[src/rtl/riscv_mem_arbiter.sv]
// Two-port (fetch/data) arbiter onto a single downstream memory port.
// One transaction outstanding; data has priority, bounded by a fetch starvation counter.
module riscv_mem_arbiter #(
  parameter int XLEN       = 32,
  parameter int STARVE_MAX = 4
) (
  input  logic            clk,
  input  logic            rst,
  input  logic            i_valid,
  input  logic [XLEN-1:0] i_addr,
  output logic            i_ready,
  output logic            i_rvalid,
  output logic [XLEN-1:0] i_rdata,
  input  logic            d_valid,
  input  logic [XLEN-1:0] d_addr,
  input  logic [XLEN-1:0] d_wdata,
  input  logic            d_write,
  output logic            d_ready,
  output logic            d_rvalid,
  output logic [XLEN-1:0] d_rdata,
  output logic            mem_req,
  output logic [XLEN-1:0] mem_addr,
  output logic [XLEN-1:0] mem_wdata,
  output logic            mem_we,
  input  logic            mem_gnt,
  input  logic            mem_rvalid,
  input  logic [XLEN-1:0] mem_rdata,
  output logic            err
);

  localparam int SW = (STARVE_MAX < 1) ? 1 : $clog2(STARVE_MAX + 1);
  localparam logic [SW-1:0] STARVE_LIM = SW'(STARVE_MAX);

  typedef enum logic [1:0] {IDLE, REQ, RSP} state_t;

  state_t          r_state, w_state_nxt;
  logic [SW-1:0]   r_starve, w_starve_nxt;
  logic [XLEN-1:0] r_addr, r_wdata, r_i_rdata, r_d_rdata;
  logic            r_we, r_owner_d, r_i_rvalid, r_d_rvalid, r_err;
  logic            w_grant_i, w_grant_d, w_accept;

  // Ready is gated by rst so both readies read 0 while reset is held.
  always_comb begin
    w_grant_i = i_valid && (!d_valid || (r_starve == STARVE_LIM));
    w_grant_d = d_valid && !w_grant_i;
    w_accept  = (r_state == IDLE) && rst && (w_grant_i || w_grant_d);
  end

  always_comb begin
    w_state_nxt  = r_state;
    w_starve_nxt = r_starve;
    case (r_state)
      IDLE: begin
        if (w_accept) begin
          w_state_nxt = REQ;
          if (w_grant_d && i_valid)
            w_starve_nxt = (r_starve == STARVE_LIM) ? r_starve : r_starve + 1'b1;
          else
            w_starve_nxt = '0;
        end
      end
      REQ:     if (mem_gnt)    w_state_nxt = RSP;
      RSP:     if (mem_rvalid) w_state_nxt = IDLE;
      default: w_state_nxt = IDLE;
    endcase
  end

  always_ff @(posedge clk or negedge rst) begin
    if (!rst) begin
      r_state  <= IDLE;
      r_starve <= '0;
    end else begin
      r_state  <= w_state_nxt;
      r_starve <= w_starve_nxt;
    end
  end

  always_ff @(posedge clk or negedge rst) begin
    if (!rst) begin
      r_addr     <= '0;
      r_wdata    <= '0;
      r_we       <= 1'b0;
      r_owner_d  <= 1'b1;
      r_i_rdata  <= '0;
      r_d_rdata  <= '0;
      r_i_rvalid <= 1'b0;
      r_d_rvalid <= 1'b0;
      r_err      <= 1'b0;
    end else begin
      r_i_rvalid <= 1'b0;
      r_d_rvalid <= 1'b0;
      if (w_accept) begin
        r_addr    <= w_grant_i ? i_addr : d_addr;
        r_wdata   <= w_grant_i ? '0 : d_wdata;
        r_we      <= w_grant_d && d_write;
        r_owner_d <= w_grant_d;
      end
      if ((r_state == RSP) && mem_rvalid) begin
        if (r_owner_d) begin
          r_d_rdata  <= mem_rdata;
          r_d_rvalid <= 1'b1;
        end else begin
          r_i_rdata  <= mem_rdata;
          r_i_rvalid <= 1'b1;
        end
      end
      if (mem_rvalid && (r_state != RSP))
        r_err <= 1'b1;
    end
  end

  always_comb begin
    i_ready   = w_accept && w_grant_i;
    d_ready   = w_accept && w_grant_d;
    mem_req   = (r_state == REQ);
    mem_addr  = mem_req ? r_addr  : '0;
    mem_wdata = mem_req ? r_wdata : '0;
    mem_we    = mem_req && r_we;
    i_rvalid  = r_i_rvalid;
    d_rvalid  = r_d_rvalid;
    i_rdata   = r_i_rdata;
    d_rdata   = r_d_rdata;
    err       = r_err;
  end

endmodule

[config.mk]
export PLATFORM = sky130hd
export DESIGN_NAME = riscv_mem_arbiter
export DESIGN_NICKNAME = d
export VERILOG_FILES = /design/src/rtl/riscv_mem_arbiter.sv
export SDC_FILE = /design/constraint.sdc
export NUM_CORES = 1
export LEC_CHECK = 0
export ABC_AREA = 1
export CAP_MARGIN = 20
export CELL_PAD_IN_SITES_DETAIL_PLACEMENT = 1
export CELL_PAD_IN_SITES_GLOBAL_PLACEMENT = 2
export CORE_MARGIN = 3
export CORE_UTILIZATION = 25
export CTS_BUF_LIST = sky130_fd_sc_hd__clkbuf_4
export CTS_CLUSTER_DIAMETER = 150
export CTS_CLUSTER_SIZE = 12
export DETAILED_ROUTE_END_ITERATION = 10
export HOLD_SLACK_MARGIN = 0.1
export PLACE_DENSITY = 0.95
export SLEW_MARGIN = 10
export SYNTH_ARGS = -nofsm -noshare
export SYNTH_HDL_FRONTEND = slang
export SYNTH_SLANG_ARGS = --single-unit
export TNS_END_PERCENT = 5
[constraint.sdc]
create_clock -name clk -period 2.7 [get_ports clk]
set_input_delay 0.54 -clock clk [delete_from_list [all_inputs] [get_ports clk]]
set_output_delay 0.54 -clock clk [all_outputs]
set_load 0.01 [all_outputs]
==> impl_metrics.json <==
{
  "synth_top_family_by_area": "simple AND/OR/NAND/NOR gates",
  "crit_start": "rst",
  "yosys.area_share.xor_xnor_pct": 0.137,
  "drv_slew": 0,
  "synthSimpleGateAreaFrac_pct": 26.3,
  "synth.net_count": 978,
  "ir_worst_vdd_uv": 368,
  "fillers": 3054,
  "cts.htree.levels": 4,
  "yosysTopAreaCellShare_pct": 53.5,
  "areaGrowthSynthToFinish_pct": 51.0,
  "track_usage_pct": 15.7,
  "start_util_pct": 25.9,
  "synthFlopType": "dfrtp_1",
  "max_stage_delay_ns": 0.54,
  "power_density_mw_per_mm2": 900,
  "rows": 57,
  "min_period_over_period_pct": 92.9,
  "r2r_cells": 8,
  "synth_edf_count": 0,
  "die_x_um": 166,
  "final_antenna_net_count": 0,
  "antenna_found_initial": 3,
  "final_area_mm2": 0.00968,
  "vias_per_cell": 4.30,
  "synth_area_mm2": 0.00641,
  "core_mm2": 0.0247,
  "dpl-instance-area_mm2": 0.00941,
  "fmax_mhz": 398,
  "worstMarginPinSlew_ns": 0.897,
  "cts_buffers": 17,
  "postLayoutCoreUtil_pct": 39.1,
  "synthCells": 841,
  "ios": 270,
  "cts.path.max_buffers": 2,
  "setup_slack_ns": 0.190,
  "synth_compound_area_share_pct": 5.41,
  "p_leak_uw": 0.00541,
  "hold_viol": 0,
  "gp_congestion": 0.746,
  "critical_path_class": "input port to primary output",
  "min_path_type": "input port to async pin",
  "fin_nets": 1232,
  "clk_pin_slew_ns": 0.15,
  "timing.rr.end": "r_wdata[24]",
  "finalSetupViolCount": 0,
  "fin_cells": 1434,
  "clock-root-buffer": "clkbuf_4",
  "rsz0062_at_grt": "false",
  "grt_pass1_vias": 6592,
  "ys_ff_latch": 138,
  "end_kind": "primary output",
  "placedCellCount": 1399,
  "crit_chain": "dlygate4sd3_1, buf_6, nand2_1, nor2_4, nand2_1, inv_1, dlygate4sd2_1",
  "yosys-top-cells-count": "nand2_1 (237), inv_1 (171), dfrtp_1 (137), nand3_1 (102), nor2_1 (68)",
  "cp_data_required_time_ns": 2.16,
  "yosysSeqAreaShare_pct": 53.9,
  "crit_slowest_cell": "dlygate4sd3_1",
  "dp_slack_ns": 0.0694,
  "r2r_start": "r_state[0]",
  "async_flop_share_pct": 100,
  "finClkSkew_ns": 0.0265,
  "crit_path_end": "d_ready",
  "clk_latency_ns": 0.55,
  "avgSynthCellArea_um2": 7.62,
  "synth_most_common_cell": "nand2_1",
  "place_hpwl_mm": 15.7,
  "synthTopCellsByArea": "dfrtp_1 (53%), nand2_1 (14%), inv_1 (10%)",
  "crit_top_cell": "nand2_1",
  "fin_hold_ws_ns": 0.327,
  "min_period_ns": 2.51,
  "start_kind": "input port",
  "synth.distinct_cells": 21,
  "grt_overflow": 0,
  "drive_gt1_share_pct": 5.23,
  "r2r_slack_ns": 0.65,
  "yosys_warnings": 0,
  "first_pass_iters": 4,
  "synthMuxAreaShare_pct": 0,
  "drt_iter0_drc": 328,
  "wl_per_cell_um": 15.2,
  "portBuffers": 269,
  "worstPathArrival_ns": 1.97,
  "tritoncts": "done",
  "vias": 6173,
  "grt_pass1_wl_mm": 34.9,
  "die_area_mm2": 0.0276,
  "synthAdderAreaFrac_pct": 0.390,
  "drc": 0,
  "cts_setup_buffers": 0,
  "maxCapViolCount": 0,
  "cts.sinks": 138,
  "wirelength_mm": 21.7,
  "outcome": "finished clean",
  "die_h_um": 166,
  "slew_headroom_pct": 40.2,
  "synth_area_leader_cell": "dfrtp_1",
  "cp_max_fo": 9,
  "grt_max_degree": 71
}
[stage by stage]
step           total power (µW)  TNS [ns]
2_1_floorplan              5360         0
4_1_cts                    8910   -0.0603
3_5_place_dp               7680         0
6_report                   8720         0
5_1_grt                    9480         0
3_3_place_gp               7510         0
[registers in the layout, summed over array words and instances (netlist names)]
signal and count:
r_starve 3, r_addr 32, err 1, r_state 2
r_owner_d 1, r_wdata 32, i_rvalid 1, r_we 1
i_rdata 32, d_rvalid 1, d_rdata 32
[how the worst min path moves through the flow]
stage	from	end	slack [ns]	depth (start not counted)
after global routing	rst	d_rdata[6]	0.26	2
final	rst	d_rdata[11]	0.33	2
after CTS	rst	d_rdata[6]	0.26	2
after global placement	rst	d_rdata[6]	0.35	1
after floorplan	rst	d_rdata[0]	0.24	0
after detailed placement	rst	d_rdata[6]	0.35	1
[metal layers]
metal | vias to the layer above | global-route usage [%] | part of all wire, %
li1 | 3020 | - | -
met1 | 2917 | 19.5 | 43
met2 | 214 | 26.2 | 48
met3 | 20 | 5.19 | 7.8
met4 | 2 | 4.41 | 1.4
met5 | - | 0 | 0.060
[cell usage in the layout (no fill, tap or decap), types with 3 or more instances in the layout]
| cell | synthesis | final |
|---|---|---|
| clkinvlp_4 | 0 | 3 |
| o21ai_0 | 60 | 60 |
| inv_1 | 171 | 171 |
| buf_4 | 3 | 12 |
| clkinv_4 | 0 | 3 |
| nand3_1 | 102 | 100 |
| nor2_2 | 2 | 3 |
| nand2_1 | 237 | 235 |
| nor2_1 | 68 | 67 |
| clkbuf_4 | 0 | 17 |
| dfrtp_1 | 137 | 137 |
| clkdlybuf4s50_1 | 0 | 205 |
| inv_6 | 0 | 5 |
| dlygate4sd2_1 | 0 | 45 |
| dlymetal6s2s_1 | 0 | 18 |
| o21ai_1 | 6 | 6 |
| inv_8 | 0 | 3 |
[report_power, final]
group | internal (µW) | switching, µW | leakage [µW] | total, µW
clock network | 398 | 914 | 0.000136 | 1310
registers | 3020 | 542 | 0.00173 | 3570
logic | 1870 | 1970 | 0.00354 | 3840
[worst max-delay path: cells and delay by family]
| kind | cells | cell delay [ns] |
|---|---|---|
| buffers and inverters | 4 | 1.07 |
| AND/OR/NAND/NOR | 3 | 0.34 |
[final cells by class]
type                            count  area [µm²]  share of cell area (%)
Inverter                          172         646                    6.67
Sequential cell                   138        3450                    35.7
Clock inverter                     15         131                    1.36
Timing Repair Buffer              284        2820                    29.2
Clock buffer                       17         128                    1.32
Multi-Input combinational cell    482        2090                    21.6
Antenna cell                        2        5.00                  0.0517
Tap cell                          324         405                    4.19
[logic make-up after synthesis]
family	after synthesis
xor gates and xnor gates	1
DFF	138
adders and majority gates	2
and+or+nand+nor	411
buffers and inverters	221
AOI/OAI and AO/OA	68
[timing repair]
action                                  in CTS  in global routing
endpoints found under the hold margin        6                  0
gates resized for setup                     45                 20
endpoints found under the setup margin      46                 18
gates cloned                                 0                  0
hold buffers                                 1                  0
(Power assumes the default switching activity.)
